<file path="src/rtl/divmod_arb_pkg.sv">
// -----------------------------------------------------------------------------
// divmod_arb_pkg
// Shared definitions for the divmod_arb block:
//   - DEFAULT_WIDTH / DEFAULT_NREQ : default operand width and requester count
//   - ST_* : 3-bit FSM state encodings, also visible on the debug state port
// -----------------------------------------------------------------------------
package divmod_arb_pkg;

    localparam int DEFAULT_WIDTH = 16;
    localparam int DEFAULT_NREQ  = 4;

    localparam logic [2:0] ST_IDLE     = 3'd0;
    localparam logic [2:0] ST_ISSUE    = 3'd1;
    localparam logic [2:0] ST_WAIT_DLY = 3'd2;
    localparam logic [2:0] ST_WAIT     = 3'd3;
    localparam logic [2:0] ST_DONE     = 3'd4;

endpackage

</file>
<file path="src/rtl/divmod_arb_rr_pick.sv">
// -----------------------------------------------------------------------------
// divmod_arb_rr_pick
// Grant selection for divmod_arb. Purely combinational.
//   pending_i    : one bit per requester with a queued operation
//   last_grant_i : index of the most recently served requester
//   grant_o      : selected requester index (valid only when valid_o is high)
//   valid_o      : at least one pending bit is set
// Default: round-robin, search starts at (last_grant_i + 1) mod NREQ.
// With DIVMOD_ARB_FIXED_PRIO_EN defined: lowest pending index wins and
// last_grant_i is ignored.
// -----------------------------------------------------------------------------
module divmod_arb_rr_pick
    import divmod_arb_pkg::*;
#(
    parameter  int NREQ = DEFAULT_NREQ,
    localparam int GW   = $clog2(NREQ)
) (
    input  logic [NREQ-1:0] pending_i,
    input  logic [GW-1:0]   last_grant_i,
    output logic [GW-1:0]   grant_o,
    output logic            valid_o
);

    always_comb begin
        grant_o = '0;
        valid_o = 1'b0;
`ifdef DIVMOD_ARB_FIXED_PRIO_EN
        // Walk from the highest index down so the lowest pending index is
        // the last (and therefore winning) assignment.
        for (int k = NREQ - 1; k >= 0; k--) begin
            if (pending_i[GW'(k)]) begin
                grant_o = GW'(k);
                valid_o = 1'b1;
            end
        end
`else
        // Walk offsets from farthest to nearest so the nearest pending
        // requester after last_grant_i is the winning assignment.
        for (int k = NREQ; k >= 1; k--) begin
            if (pending_i[GW'((int'(last_grant_i) + k) % NREQ)]) begin
                grant_o = GW'((int'(last_grant_i) + k) % NREQ);
                valid_o = 1'b1;
            end
        end
`endif
    end

endmodule

</file>
<file path="src/rtl/divmod_arb.sv">
// -----------------------------------------------------------------------------
// divmod_arb
// Shares one external divmod unit between NREQ requesters.
// Ports:
//   clk, rst              : clock, synchronous active-low reset
//   req_go[i]             : rising edge requests an operation for requester i
//   req_a/req_b slice i   : dividend / divisor of requester i
//   req_ready[i]          : requester i has nothing pending or in flight
//   req_error[i]          : requester i's last operation ended in error
//   req_mod slice i       : requester i's last remainder (held)
//   dm_go, dm_a, dm_b     : command to the shared divmod unit
//   dm_ready, dm_error,
//   dm_mod                : status/result from the shared divmod unit
//   dbg_state_o           : current FSM state (ST_* encodings)
// Build option: DIVMOD_ARB_FIXED_PRIO_EN selects fixed-priority granting
// (lowest index first) instead of round-robin.
//
// Handshakes: a requester is accepted only on a req_go rising edge while its
// req_ready is high; req_ready stays low until the cycle after its operation
// completes. Towards the unit, dm_go is a one-cycle pulse with dm_a/dm_b held
// until completion; the unit is given one cycle (WAIT_DLY) to drop dm_ready,
// after which dm_error or dm_ready high ends the operation (error wins).
// -----------------------------------------------------------------------------
module divmod_arb
    import divmod_arb_pkg::*;
#(
    parameter int WIDTH = DEFAULT_WIDTH,
    parameter int NREQ  = DEFAULT_NREQ
) (
    input  logic                  clk,
    input  logic                  rst,
    input  logic [NREQ-1:0]       req_go,
    input  logic [NREQ*WIDTH-1:0] req_a,
    input  logic [NREQ*WIDTH-1:0] req_b,
    output logic [NREQ-1:0]       req_ready,
    output logic [NREQ-1:0]       req_error,
    output logic [NREQ*WIDTH-1:0] req_mod,
    output logic                  dm_go,
    output logic [WIDTH-1:0]      dm_a,
    output logic [WIDTH-1:0]      dm_b,
    input  logic                  dm_ready,
    input  logic                  dm_error,
    input  logic [WIDTH-1:0]      dm_mod,
    output logic [2:0]            dbg_state_o
);

    localparam int GW = $clog2(NREQ);

    logic [2:0]       state_q, state_d;
    logic [NREQ-1:0]  go_q;
    logic [NREQ-1:0]  pending_q, pending_d;
    logic [GW-1:0]    grant_q, grant_d;
    logic [GW-1:0]    last_q, last_d;
    logic [NREQ-1:0]  err_q, err_d;
    logic [WIDTH-1:0] mod_q [NREQ];
    logic [WIDTH-1:0] mod_d [NREQ];
    logic [WIDTH-1:0] op_a_q [NREQ];
    logic [WIDTH-1:0] op_b_q [NREQ];

    logic [NREQ-1:0]  accept;
    logic [GW-1:0]    pick_grant;
    logic             pick_valid;

    // pending covers both queued and in-flight operations, so ~pending is
    // exactly the ready condition.
    assign accept = req_go & ~go_q & ~pending_q;

    divmod_arb_rr_pick #(.NREQ(NREQ)) u_rr_pick (
        .pending_i    (pending_q),
        .last_grant_i (last_q),
        .grant_o      (pick_grant),
        .valid_o      (pick_valid)
    );

    always_comb begin
        state_d   = state_q;
        pending_d = pending_q | accept;
        grant_d   = grant_q;
        last_d    = last_q;
        err_d     = err_q;
        mod_d     = mod_q;
        case (state_q)
            ST_IDLE: begin
                if (pick_valid) begin
                    grant_d = pick_grant;
                    state_d = ST_ISSUE;
                end
            end
            ST_ISSUE:    state_d = ST_WAIT_DLY;
            ST_WAIT_DLY: state_d = ST_WAIT;
            ST_WAIT: begin
                if (dm_error) begin
                    err_d[grant_q] = 1'b1;
                    state_d        = ST_DONE;
                end else if (dm_ready) begin
                    mod_d[grant_q] = dm_mod;
                    err_d[grant_q] = 1'b0;
                    state_d        = ST_DONE;
                end
            end
            ST_DONE: begin
                pending_d[grant_q] = 1'b0;
                last_d             = grant_q;
                state_d            = ST_IDLE;
            end
            default: state_d = ST_IDLE;
        endcase
    end

    always_ff @(posedge clk) begin
        if (!rst) begin
            state_q   <= ST_IDLE;
            pending_q <= '0;
            grant_q   <= '0;
            last_q    <= GW'(NREQ - 1);
            err_q     <= '0;
            for (int i = 0; i < NREQ; i++) begin
                mod_q[i] <= '0;
            end
            // Tracking the live level during reset means a go held high
            // across reset release is not seen as a rising edge.
            go_q      <= req_go;
        end else begin
            state_q   <= state_d;
            pending_q <= pending_d;
            grant_q   <= grant_d;
            last_q    <= last_d;
            err_q     <= err_d;
            mod_q     <= mod_d;
            go_q      <= req_go;
        end
    end

    // Operand registers need no reset: they are only read after a capture.
    always_ff @(posedge clk) begin
        for (int i = 0; i < NREQ; i++) begin
            if (accept[i]) begin
                op_a_q[i] <= req_a[i*WIDTH +: WIDTH];
                op_b_q[i] <= req_b[i*WIDTH +: WIDTH];
            end
        end
    end

    assign req_ready   = ~pending_q;
    assign req_error   = err_q;
    assign dm_go       = (state_q == ST_ISSUE);
    // grant_q is frozen from ISSUE through DONE, and requester g cannot
    // recapture while pending, so these stay stable for the whole operation.
    assign dm_a        = op_a_q[grant_q];
    assign dm_b        = op_b_q[grant_q];
    assign dbg_state_o = state_q;

    for (genvar gi = 0; gi < NREQ; gi++) begin : g_mod_out
        assign req_mod[gi*WIDTH +: WIDTH] = mod_q[gi];
    end

endmodule

</file>
<file path="config.mk">
export PLATFORM = sky130hd
export DESIGN_NAME = divmod_arb
export DESIGN_NICKNAME = d
export VERILOG_FILES = /design/src/rtl/divmod_arb_pkg.sv /design/src/rtl/divmod_arb_rr_pick.sv /design/src/rtl/divmod_arb.sv
export SDC_FILE = /design/constraint.sdc
export NUM_CORES = 1
export LEC_CHECK = 0
export CAP_MARGIN = 5
export CORE_ASPECT_RATIO = 0.7
export CORE_UTILIZATION = 41
export CTS_BUF_LIST = sky130_fd_sc_hd__clkbuf_8 sky130_fd_sc_hd__clkbuf_16
export DETAILED_ROUTE_END_ITERATION = 16
export GPL_TIMING_DRIVEN = 0
export PLACE_DENSITY = 0.83
export SYNTH_ARGS = -nofsm -noshare
export SYNTH_HDL_FRONTEND = slang
export SYNTH_HIERARCHICAL = 1
export SYNTH_SLANG_ARGS = --single-unit
</file>
<file path="constraint.sdc">
create_clock -name clk -period 1.9 [get_ports clk]
set_input_delay 0.57 -clock clk [delete_from_list [all_inputs] [get_ports clk]]
set_output_delay 0.57 -clock clk [all_outputs]
set_load 0.02 [all_outputs]
</file>
==> impl_results.md, run 1 <==
- Setup ws final: -498 ps
- Failing checks: setup timing
- Synth top area share: between 40% and 50%
- Hold_sp: req_mod[62]
- Reg2reg start: grant_q[0]
- DP Worst Slack: -906 ps
- Max-Cap Viols: 0
- Starting density of the core: a little over two fifths
- Avg Inst Size Synth: approximately 16 um2
- Cells after synthesis: 485
- Port-buffer cells: ~260
- CP required: between 1000 and 1500 ps
- Layout cells sized above 1: a little under a fifth
- Hold_ws: 455 ps
- Hold worst-path end: req_mod[62]
- R2r setup slk: 270 ps
- Final Power: roughly 0.011 W
- Worst EP arrival: between 1500 and 2000 ps
- Final Setup Violations: 32
- Dpl hpwl: between 10 and 15 mm
- Row cnt: 41
- Met1 Resource Use GR: approximately 28%
- Register area: around 5600 um2
- CP Launch Type: register
- Clk_lat worst skew: roughly 480 ps
- Setup TNS: -14300 ps
- Busiest layer in global routing: met2
- Global-route wire length before repair: 31.8 mm
- Placed inst area: between 10000 and 15000 um2
- Tcrit/Tclk final: 126%
- Overall routing resource usage: a little over a fifth
- WL/cell: between 20 and 25 um
- Largest net degree at the start of global routing: 33
- CP endpoint kind: output port
- Vias in the first global route: between 5000 and 6000
- Via count: approximately 5100
- Reg2reg path depth: 4
- ANT cells: 0
- GPL Wtd Cong: 0.782
- GRT met3 Usage: between 7 and 8%
- Congestion Overflow GR: 0
- Die ar.: 19700 um2
- Clock Skew: approximately 5.0 ps
- Residual DRC: 0
- Worst Hold Depth: 2
- Crit Path Max Fanout: 5
- Power share of the clock group: slightly above 40%
- Routed WL: roughly 21 mm
- Switching power total: about 0.0023 W
- Internal power: roughly 0.0085 W
- Vias per cell: between 5 and 6
- Syn_nets: between 600 and 700
- Status: finished, violations left
- Area Overhead vs Synth: 48.4%
- Worst-path clk slew: 60 ps
- Initial antenna violation count: 0
- IO Count: between 200 and 300
- Sw frac: 21.3%
- CTS Buf Count: 21
- Multi-input combinational cell area: 2130 um2
- Hold Crit Class: register to register
- Synth Register Bits: about 210
- Slew Limit Fails: 0
- Cell area after layout: 11600 um2
- YS warnings: 6
- Hold buffer count at CTS: 0
- Final ANT Viol Nets: 0
- Final min period: between 2000 and 2500 ps
- Combinational share of power: a little under an eighth
- Leak pwr: about 4.8 nW
- Synth top area cells: edfxtp_1, dfxtp_1, mux4_2
- Met2 Usage GRT: 34.3%
- Reg-to-Reg End: req_mod[25]
- Post-synthesis sequential area ratio: between 70% and 80%
- Sequential share of power: 47.6%
- Most common cell after layout, fill and taps aside: clkdlybuf4s50_1
- Die X: around 170 um
- VDD IR max: about 0.47 mV
- Clk root buf: clkbuf_16
- DR pass1 iterations: 4
- Pwr Density: 926 nW/um2
- Max Root-Sink Buffers: 3
- H-tree levels: 1
- Core footprint: 18400 um2
- Area leader, netlist: edfxtp_1
- Yosys cell types: 33
- Slew @ Worst Pin: 612 ps
- Filler cell count in the final layout: 1414
- Most frequent cells in the layout: clkdlybuf4s50_1, edfxtp_1, nand2_1
- Post-synth design cell area: 7840 um2
- Fin. Hold Viols: 0
- Iter 0 DRT Violations: between 400 and 500
- RSZ-0062 raised after global routing: true
- Die height: ~120 um
- CTS tree: built
- Critical path class: register to output port
- Fmax: roughly 420 MHz
- Clock sinks: 213
- Slew headroom: about three fifths
- Net count reported at finish: ~930
==> routing by layer <==
| metal | vias up | wire length, um |
|---|---|---|
| li1 | 2386 | - |
| met1 | 2510 | 8680 |
| met2 | 214 | 9680 |
| met3 | 24 | 2190 |
| met4 | 0 | 367 |
| met5 | - | 0 |
==> power groups by stage <==
stage / logic (W) / registers, W / clock network, W
6_report: 0.00126 / 0.00513 / 0.00439
5_1_grt: 0.00133 / 0.00515 / 0.00468
4_1_cts: 0.00125 / 0.00514 / 0.00448
3_5_place_dp: 0.00116 / 0.00523 / 0
3_3_place_gp: 0.00114 / 0.00522 / 0
2_1_floorplan: 0.000505 / 0.00522 / 0
==> cells in the mapped netlist <==
cell type,count
mux2i_1,69
a31o_2,3
a41oi_1,1
buf_6,6
dfxtp_1,85
edfxtp_1,128
nand2b_1,3
nand3_2,3
o21ai_0,5
clkbuf_1,14
and3_2,1
nor2b_1,10
a21oi_1,5
nor4b_1,1
and3b_1,1
a21oi_2,1
a31oi_1,3
nor3b_1,1
buf_1,1
nor3b_2,2
or2_2,1
buf_2,3
and2_1,5
o22ai_1,1
mux4_2,32
nor2_1,4
and4_4,1
and2b_1,1
and3_1,3
o221ai_2,1
buf_12,1
inv_1,6
nand2_1,83
==> worst max-delay path by stage <==
stage               endpoint  slack, ps  cells after the start
finish               dm_b[7]       -500                      4
global route         dm_b[7]       -560                      4
CTS                  dm_b[3]       -530                      4
detailed placement   dm_b[7]       -910                      4
global placement     dm_b[7]       -910                      4
floorplan            dm_a[0]        -90                      3
==> layout make-up <==
class	instances	area share, %
buffer	23	1.75
clock buffer	25	4.99
clock inverter	12	1.32
inverter	6	0.194
multi-input combinational	241	18.3
sequential	213	47.7
tap	236	2.54
timing repair buffer	269	23.2
==> cells by family after synthesis <==
| kind of cell | after synthesis | share of synthesized area, % |
|---|---|---|
| multiplexers | 101 | 18.0 |
| AND/OR/NAND/NOR | 120 | 7.28 |
| buffers and inverters | 31 | 2.31 |
| flip-flops | 213 | 70.7 |
| AO/OA/AOI/OAI | 20 | 1.71 |
==> critical path, cell delays in order, from the launching register on <==
cell and delay, ps:
dfxtp_4 390, buf_12 130, buf_16 120, mux4_2 540
buf_6 160
==> flip-flops by register name, summed over array words and instances, names as in the netlist, named ones only <==
name	count
req_mod	64
op_b_q	64
last_q	2
go_q	4
pending_q	4
grant_q	2
op_a_q	64
dbg_state_o	3
==> per-stage QoR <==
step                std cells  util [%]
finish                   1025      63.4
detailed placement        980      58.5
floorplan                 485         -
global route             1025      63.4
CTS                      1024      63.1
global placement          980      58.5
==> timing repair <==
action,in CTS,in global routing
gates cloned,3,0
endpoints found under the setup margin,172,111
buffers inserted,5,3
gates resized for setup,292,32
(Power assumes the default switching activity.)
==> run 2: changes to the inputs <==
Settings changed: CORE_UTILIZATION 41 to 46, PLACE_DENSITY 0.83 to 0.87, SLEW_MARGIN from default to 30.
Clock period 1.9 ns to 2.6 ns, I/O delays scaled along.
==> run 2 against run 1 <==
Compared with the run above: the run still ends with setup timing left; clock skew increased by 10 ps; non-clock buffer count increased by 11; clock power down 33%; sequential share of layout area fell by 0.35 points; register-to-register slack improved by 670 ps; critical endpoint is now dm_a[6]; core utilization up 7.7 points; first-iteration DRC count decreased by 27%; wire length rose by 3.3%.
==> impl_results.md, run 2 (same netlist as run 1, synthesis figures left out) <==
- CP endpoint kind: output port
- Vias per cell: 5.15 (+2.9%)
- CP Launch Type: register
- Reg2reg start: dbg_state_o[1]
- Setup ws final: -27.4 ps (+471 ps)
- CTS Buf Count: 21 (unchanged)
- Max Root-Sink Buffers: 3 (unchanged)
- Final Setup Violations: 5 (-84%)
- Row cnt: 39 (-4.9%)
- Busiest layer in global routing: met2
- Slew headroom: 58.6% (-0.59 points)
- Core Util, Final: 71.0% (+7.7 points)
- Fmax: 381 MHz
- Pwr Density: 651 nW/um2 (-30%)
- Most common cell after layout, fill and taps aside: clkdlybuf4s50_1
- Hold Crit Class: register to register
- Tcrit/Tclk final: 101%
- CTS tree: built
- Dpl hpwl: 15.3 mm (+4.9%)
- Net count reported at finish: 938 (+1.2%)
- Hold_sp: req_mod[50]
- Routed WL: 21.6 mm (+3.3%)
- Max-Cap Viols: 0 (unchanged)
- Worst-path clk slew: 60 ps (about the same)
- Initial antenna violation count: 0 (unchanged)
- Via count: 5288 (+3.0%)
- Largest net degree at the start of global routing: 23 (-30%)
- Leak pwr: 4.44 nW (-7.1%)
- Iter 0 DRT Violations: 296 (-27%)
- Starting density of the core: 47.5% (+4.8 points)
- Worst EP arrival: 1850 ps (+20 ps)
- Met1 Resource Use GR: 29.4% (+1.9 points)
- Slew @ Worst Pin: 612 ps (+0.209 ps)
- Final min period: ~2600 ps
- Residual DRC: 0 (unchanged)
- Clk root buf: clkbuf_16
- Filler cell count in the final layout: 1084 (-23%)
- Core footprint: 16500 um2 (-10%)
- Final Power: 0.00763 W (-29%)
- ANT cells: 0 (unchanged)
- Failing checks: setup timing
- H-tree levels: 1 (unchanged)
- Die ar.: 17600 um2 (-11%)
- Congestion Overflow GR: 0 (unchanged)
- Overall routing resource usage: 24.5% (+3.2 points)
- Crit Path Max Fanout: 10 (+5)
- Clock Skew: 15.4 ps (+10.4 ps)
- Critical path class: register to output port
- Die X: 158 um (-5.5%)
- DR pass1 iterations: 4 (unchanged)
- Global-route wire length before repair: 32.3 mm (+1.6%)
- Port-buffer cells: 259 (unchanged)
- VDD IR max: 0.474 mV (+0.67%)
- Die height: 111 um (-5.5%)
- Clock sinks: 213 (unchanged)
- Worst Hold Depth: 2 (unchanged)
- Met2 Usage GRT: 41.2% (+6.9 points)
- Reg2reg path depth: 7 (+3)
- Setup TNS: -46.3 ps (+14260 ps)
- R2r setup slk: 940 ps (+670 ps)
- RSZ-0062 raised after global routing: true
- IO Count: 260 (unchanged)
- GPL Wtd Cong: 0.790 (+0.98%)
- Hold worst-path end: req_mod[50]
- WL/cell: 21.1 um (+3.2%)
- Status: finished, violations left
- Layout cells sized above 1: 18.4% (-0.28 points)
- Clk_lat worst skew: 500 ps (+20 ps)
- GRT met3 Usage: 8.29% (+0.49 points)
- Most frequent cells in the layout: clkdlybuf4s50_1, edfxtp_1, nand2_1
- Final ANT Viol Nets: 0 (unchanged)
- Fin. Hold Viols: 0 (unchanged)
- Vias in the first global route: 5737 (+8.4%)
- Hold_ws: 459 ps (+3.38 ps)
- Reg-to-Reg End: req_mod[54]
- Slew Limit Fails: 0 (unchanged)
- CP required: 1820 ps (+490 ps)
- Area Overhead vs Synth: 49.4%
run 2: routing by layer:
| layer | up-vias | part of all wire [%] |
|---|---|---|
| met3 | 48 | 10 |
| li1 | 2405 | - |
| met2 | 239 | 49 |
| met1 | 2596 | 38 |
| met5 | - | 0 |
| met4 | 0 | 2.8 |
run 2: repair_timing:
item                       in CTS  in global routing
setup endpoints to repair      32                 30
hold buffers                    0                  0
setup buffers                   7                  8
gates cloned                    0                  1
gates resized for setup       154                 43
run 2: cell type report:
class                      count  area [um2]  share of cell area (%)
tap                          225         282                    2.40
sequential                   213        5550                    47.4
inverter                       6        22.5                   0.192
clock buffer                  22         539                    4.60
multi-input combinational    241        2120                    18.1
clock inverter                16         125                    1.07
timing repair buffer         279        2860                    24.4
buffer                        24         218                    1.86
run 2: worst max-delay path, cell delays in order (launching register included):
cell,delay (ps)
dfxtp_4,410
buf_12,150
buf_4,120
mux4_2,500
buf_2,180
run 2: how the worst max path moves through the flow:
| stage | end | depth (start not counted) |
|---|---|---|
| after CTS | dm_a[13] | 3 |
| final | dm_a[6] | 4 |
| after floorplan | dm_a[0] | 3 |
| after global placement | op_b_q[2][1] | 3 |
| after detailed placement | dm_b[1] | 4 |
| after global routing | dm_a[6] | 4 |
run 2: power breakdown:
group          internal (W)  leakage [nW]  switching (W)
Combinational      0.000533          2.21       0.000401
Clock               0.00170         0.346        0.00125
Sequential          0.00370          1.88      0.0000510
run 2: through the flow:
step / worst slack (ps) / instance area, um2 / instances
after CTS: -108 / 11500 / 1017
after floorplan: 405 / 7840 / 485
after global routing: -110 / 11700 / 1026
final: -27.4 / 11700 / 1026
after detailed placement: -368 / 10800 / 973
after global placement: -637 / 10700 / 969
